**src/rtl/seq_multiplier.sv**
```systemverilog
// Sequential shift-add multiplier with a start/busy/done handshake.
// WIDTH iterations through one WIDTH-bit adder; signed mode multiplies magnitudes and fixes the sign.
module seq_multiplier #(
  parameter int unsigned WIDTH     = 8,
  parameter bit          SIGNED_EN = 1'b1
) (
  input  logic               clk,
  input  logic               rst_n,
  input  logic               start,
  input  logic [WIDTH-1:0]   a,
  input  logic [WIDTH-1:0]   b,
  input  logic               is_signed,
  output logic               busy,
  output logic               done,
  output logic [2*WIDTH-1:0] p
);

  localparam int unsigned CntW = $clog2(WIDTH);

  typedef enum logic [1:0] {StIdle, StRun, StDone} state_e;

  state_e             state_q;
  logic [WIDTH-1:0]   mcand_q;
  logic [2*WIDTH-1:0] acc_q;
  logic [CntW-1:0]    cnt_q;
  logic               neg_q;

  logic               signed_op;
  logic [WIDTH-1:0]   a_mag;
  logic [WIDTH-1:0]   b_mag;
  logic [WIDTH-1:0]   addend;
  logic [WIDTH:0]     sum;
  logic [2*WIDTH-1:0] acc_step;
  logic [2*WIDTH-1:0] p_final;

  assign signed_op = SIGNED_EN && is_signed;

  // Negating the most negative value yields 2^(WIDTH-1), which is the correct unsigned magnitude.
  assign a_mag = (signed_op && a[WIDTH-1]) ? -a : a;
  assign b_mag = (signed_op && b[WIDTH-1]) ? -b : b;

  // Multiplier lives in the low half of the accumulator and is consumed as the product shifts in.
  assign addend   = acc_q[0] ? mcand_q : '0;
  assign sum      = {1'b0, acc_q[2*WIDTH-1:WIDTH]} + {1'b0, addend};
  assign acc_step = {sum, acc_q[WIDTH-1:1]};
  assign p_final  = neg_q ? -acc_step : acc_step;

  always_ff @(posedge clk or negedge rst_n) begin
    if (!rst_n) begin
      state_q <= StIdle;
      mcand_q <= '0;
      acc_q   <= '0;
      cnt_q   <= '0;
      neg_q   <= 1'b0;
      busy    <= 1'b0;
      done    <= 1'b0;
      p       <= '0;
    end else begin
      done <= 1'b0;
      case (state_q)
        StIdle, StDone: begin
          if (start) begin
            state_q <= StRun;
            busy    <= 1'b1;
            mcand_q <= a_mag;
            acc_q   <= {{WIDTH{1'b0}}, b_mag};
            cnt_q   <= CntW'(WIDTH - 1);
            neg_q   <= signed_op && (a[WIDTH-1] ^ b[WIDTH-1]);
          end else begin
            state_q <= StIdle;
          end
        end
        StRun: begin
          acc_q <= acc_step;
          if (cnt_q == '0) begin
            state_q <= StDone;
            busy    <= 1'b0;
            done    <= 1'b1;
            p       <= p_final;
          end else begin
            cnt_q <= cnt_q - CntW'(1);
          end
        end
        default: state_q <= StIdle;
      endcase
    end
  end

endmodule

```
**config.mk**
```make
export PLATFORM = sky130hd
export DESIGN_NAME = seq_multiplier
export DESIGN_NICKNAME = d
export VERILOG_FILES = /design/src/rtl/seq_multiplier.sv
export SDC_FILE = /design/constraint.sdc
export NUM_CORES = 1
export LEC_CHECK = 0
export ABC_AREA = 1
export CAP_MARGIN = 25
export CELL_PAD_IN_SITES_DETAIL_PLACEMENT = 1
export CELL_PAD_IN_SITES_GLOBAL_PLACEMENT = 2
export CORE_MARGIN = 2
export CORE_UTILIZATION = 34
export CTS_CLUSTER_SIZE = 28
export DETAILED_ROUTE_END_ITERATION = 7
export HOLD_SLACK_MARGIN = 0.03
export PLACE_DENSITY_LB_ADDON = 0.1
export SKIP_CTS_REPAIR_TIMING = 1
export SLEW_MARGIN = 20
export SYNTH_ARGS = -nofsm -noshare
export SYNTH_HDL_FRONTEND = slang
export SYNTH_SLANG_ARGS = --single-unit
```
**constraint.sdc**
```tcl
create_clock -name clk -period 4 [get_ports clk]
set_clock_uncertainty 0.2 [all_clocks]
set_input_delay 1 -clock clk [delete_from_list [all_inputs] [get_ports clk]]
set_output_delay 1 -clock clk [all_outputs]
set_load 0.05 [all_outputs]
```
==> reports/metrics.csv <==
stage,metric,value,unit
run_status,status,"complete, no violations",
clocking,clk_pin_slew,0.09,ns
routing,via_per_inst,4.787,
worst_setup_path,slowest_delay,0.80,ns
clocking,cts_buffer_depth,2,
cells_and_area,drive_above_1_share,7.692,%
cells_and_area,fin_nets,462,
floorplan,initial_utilization,35.34,%
worst_setup_path,critical_path.max_fanout,2,
yosys,ys_top_cells_by_area,"dfrtp_1 41%, nand2_1 16%, inv_1 6.4%, ha_1 5.5%, o21ai_0 5.3%",
worst_setup_path,critPathCaptureType,primary output,
sta,max_slew_margin,55.91,%
floorplan,dieHeight,96.88,um
yosys,syn-num-nets,425,
worst_setup_path,path_buf_inv,1,
floorplan,die_x,96.88,um
yosys,synth-xor-area-share,5.375,%
power,p_leak,0.001788,uW
routing,drtPass1Iterations,4,
worst_setup_path,crit_family,buffers and inverters,
floorplan,rows,33,
grt,grt_use_total,16.07,%
sta,finalHoldViolCount,0,
clocking,insertion_delay,0.30,ns
floorplan,io_pins,38,
yosys,yosys_warnings,0,
power,ir_drop,0.0001930,V
clocking,cts_made_buffers,5,
cells_and_area,n_fill_cell,1045,
cells_and_area,diodes,0,
yosys,synth_cell_types,28,
placed_design,dp_hpwl,5.646,mm
worst_setup_path,crit_chain,clkdlybuf4s50_1,
floorplan,dieArea,0.009385,mm2
worst_setup_path,worst_ep_required_time,2.80,ns
clocking,cts_max_level,2,
grt,grt_max_degree,28,
yosys,synth_edf_count,0,
run,max-cap-violations,0,
yosys,seq_area_frac_synth,40.96,%
sta,slew_viol_final,0,
yosys,synth_top_area_share,40.96,%
sta,rsz0062_at_grt,false,
placed_design,post-place-ws,1.261,ns
routing,num_vias,2556,
routing,postRouteAntennaNets,0,
grt,antenna_found_initial,0,
worst_setup_path,cp.arrival,1.48,ns
grt,grt_overflow_total,0,
yosys,synthCells,391,
sta,whs,0.2831,ns
power,finalPower,2808,uW
sta,setup_tns,0,ns
yosys,syn_avg_cell_area,7.501,um2
routing,routed_wirelength,6.971,mm
worst_setup_path,path_class,flip-flop to primary output,
grt,grt_pass1_wl,12.57,mm
clocking,root_buffer,clkbuf_8,
sta,tightest_slew,0.6614,ns
min_path,hold_class,flip-flop to flip-flop,
yosys,synth_top_family_by_area,simple AND/OR/NAND/NOR gates,
placed_design,gp_routability_congestion,0.7714,
sta,setup_violations,0,
yosys,synth_area,0.002933,mm2
yosys,synth-seq-cells,48,
worst_setup_path,slowest_stage,clkdlybuf4s50_1,
cells_and_area,syn2layout_area_growth,19.67,%
routing,drt_iter0_markers,90,
sta,fin_crit,2.680,ns
sta,min_period_over_period,67.01,%
placed_design,place.port_buffers,37,
cells_and_area,fin_util,42.29,%
yosys,async_flop_share,100.0,%
yosys,synth_compound_area_share,11.05,%
sta,setup_ws,1.320,ns
yosys,synth_mux_area_share,0,%
power,p_per_area,800.0,mW/mm2
yosys,synth_adder_area_share,6.229,%
routing,wl_per_cell,13.05,um
yosys,yosysTopAreaCell,dfrtp_1,
yosys,synth-simple-area-share,27.47,%
routing,drc,0,
yosys,synth_ff_type,dfrtp_1,
sta,fmax,0.3731,GHz
clocking,clock_sinks,48,
clocking,cts_tree,yes,
worst_setup_path,cp-start-kind,flip-flop,
floorplan,core,0.008299,mm2
grt,first_global_vias,2611,
Yosys cell counts, types with 2 or more instances:
library cell and count:
inv_1 50, nand2_1 127, nand4_1 6, buf_4 2
nor2_2 4, nand2_2 8, a22oi_1 2, xnor2_1 5
ha_1 13, o31ai_1 2, a21oi_1 6, clkbuf_1 5
nor2_1 16, nand3b_1 3, o211ai_1 2, nand3_1 19
inv_2 8, o221ai_1 7, o21ai_1 4, buf_2 2
xor2_1 13, o21ai_0 31, nor2_4 2, a31oi_1 2
nor3_1 2, dfrtp_1 48
layout by cell type, fill, tap and decap left out, drive strengths merged, types with 3 or more instances in the layout:
cell	synthesis	layout
clkbuf	5	6
nand2	135	135
xor2	13	13
ha	13	13
nand3	19	19
a21oi	6	6
nor2	22	22
o221ai	7	7
xnor2	5	5
nand4	6	6
inv	58	59
nand3b	3	3
o21ai	35	35
buf	4	3
dfrtp	48	48
clkdlybuf4s50	0	36
final timing paths:
| check | start | slack [ns] | to | cells after the start |
|---|---|---|---|---|
| max | p[7]$_DFFE_PN0P_ | 1.32 | p[7] | 1 |
| min | busy$_DFFE_PN0P_ | 0.28 | busy$_DFFE_PN0P_ | 2 |
| max reg2reg | acc_q[0]$_DFFE_PN0P_ | 1.37 | p[14]$_DFFE_PN0P_ | 14 |
| min reg2reg | busy$_DFFE_PN0P_ | 0.28 | busy$_DFFE_PN0P_ | 2 |
| max in group asynchronous | rst_n | 2.61 | acc_q[7]$_DFFE_PN0P_ | 2 |
| min in group asynchronous | rst_n | 0.46 | p[14]$_DFFE_PN0P_ | 1 |
stage by stage:
stage	cells	cell area, um2
2_1_floorplan	391	2933
3_3_place_gp	525	3393
3_5_place_dp	526	3413
4_1_cts	534	3510
5_1_grt	534	3510
6_report	534	3510
layout make-up:
class / instances / area, um2 / area share [%]
Multi-Input combinational cell: 276 / 1470 / 41.89
Sequential cell: 48 / 1201 / 34.22
Timing Repair Buffer: 39 / 392.9 / 11.19
Inverter: 58 / 217.7 / 6.203
Tap cell: 105 / 131.4 / 3.743
Clock buffer: 6 / 82.58 / 2.353
Clock inverter: 2 / 13.76 / 0.3922
flip-flops by register name, indices dropped and copies added, names as in the netlist:
register / count
cnt_q: 3
state_q: 2
done: 1
acc_q: 16
p: 16
mcand_q: 8
busy: 1
neg_q: 1
cells by family (layout without fill, tap and decap cells):
family | count (synthesis) | after routing
simple gates | 188 | 188
buf+inv | 67 | 105
compound gates | 56 | 56
flops | 48 | 48
xor+xnor | 18 | 18
fa+ha+maj | 14 | 14
power breakdown:
part | internal [uW] | total (uW) | switching (uW)
Combinational | 545 | 1630 | 1090
Sequential | 704 | 862 | 158
Clock | 142 | 313 | 172
Total | 1390 | 2810 | 1420
per-layer routing:
layer	track usage, %	vias to the layer above	wire length [um]
li1	-	1322	-
met1	22.26	1185	3497
met2	26.66	45	3206
met3	2.601	4	206
met4	3.250	0	60
met5	0	-	0
(Power assumes the default switching activity.)
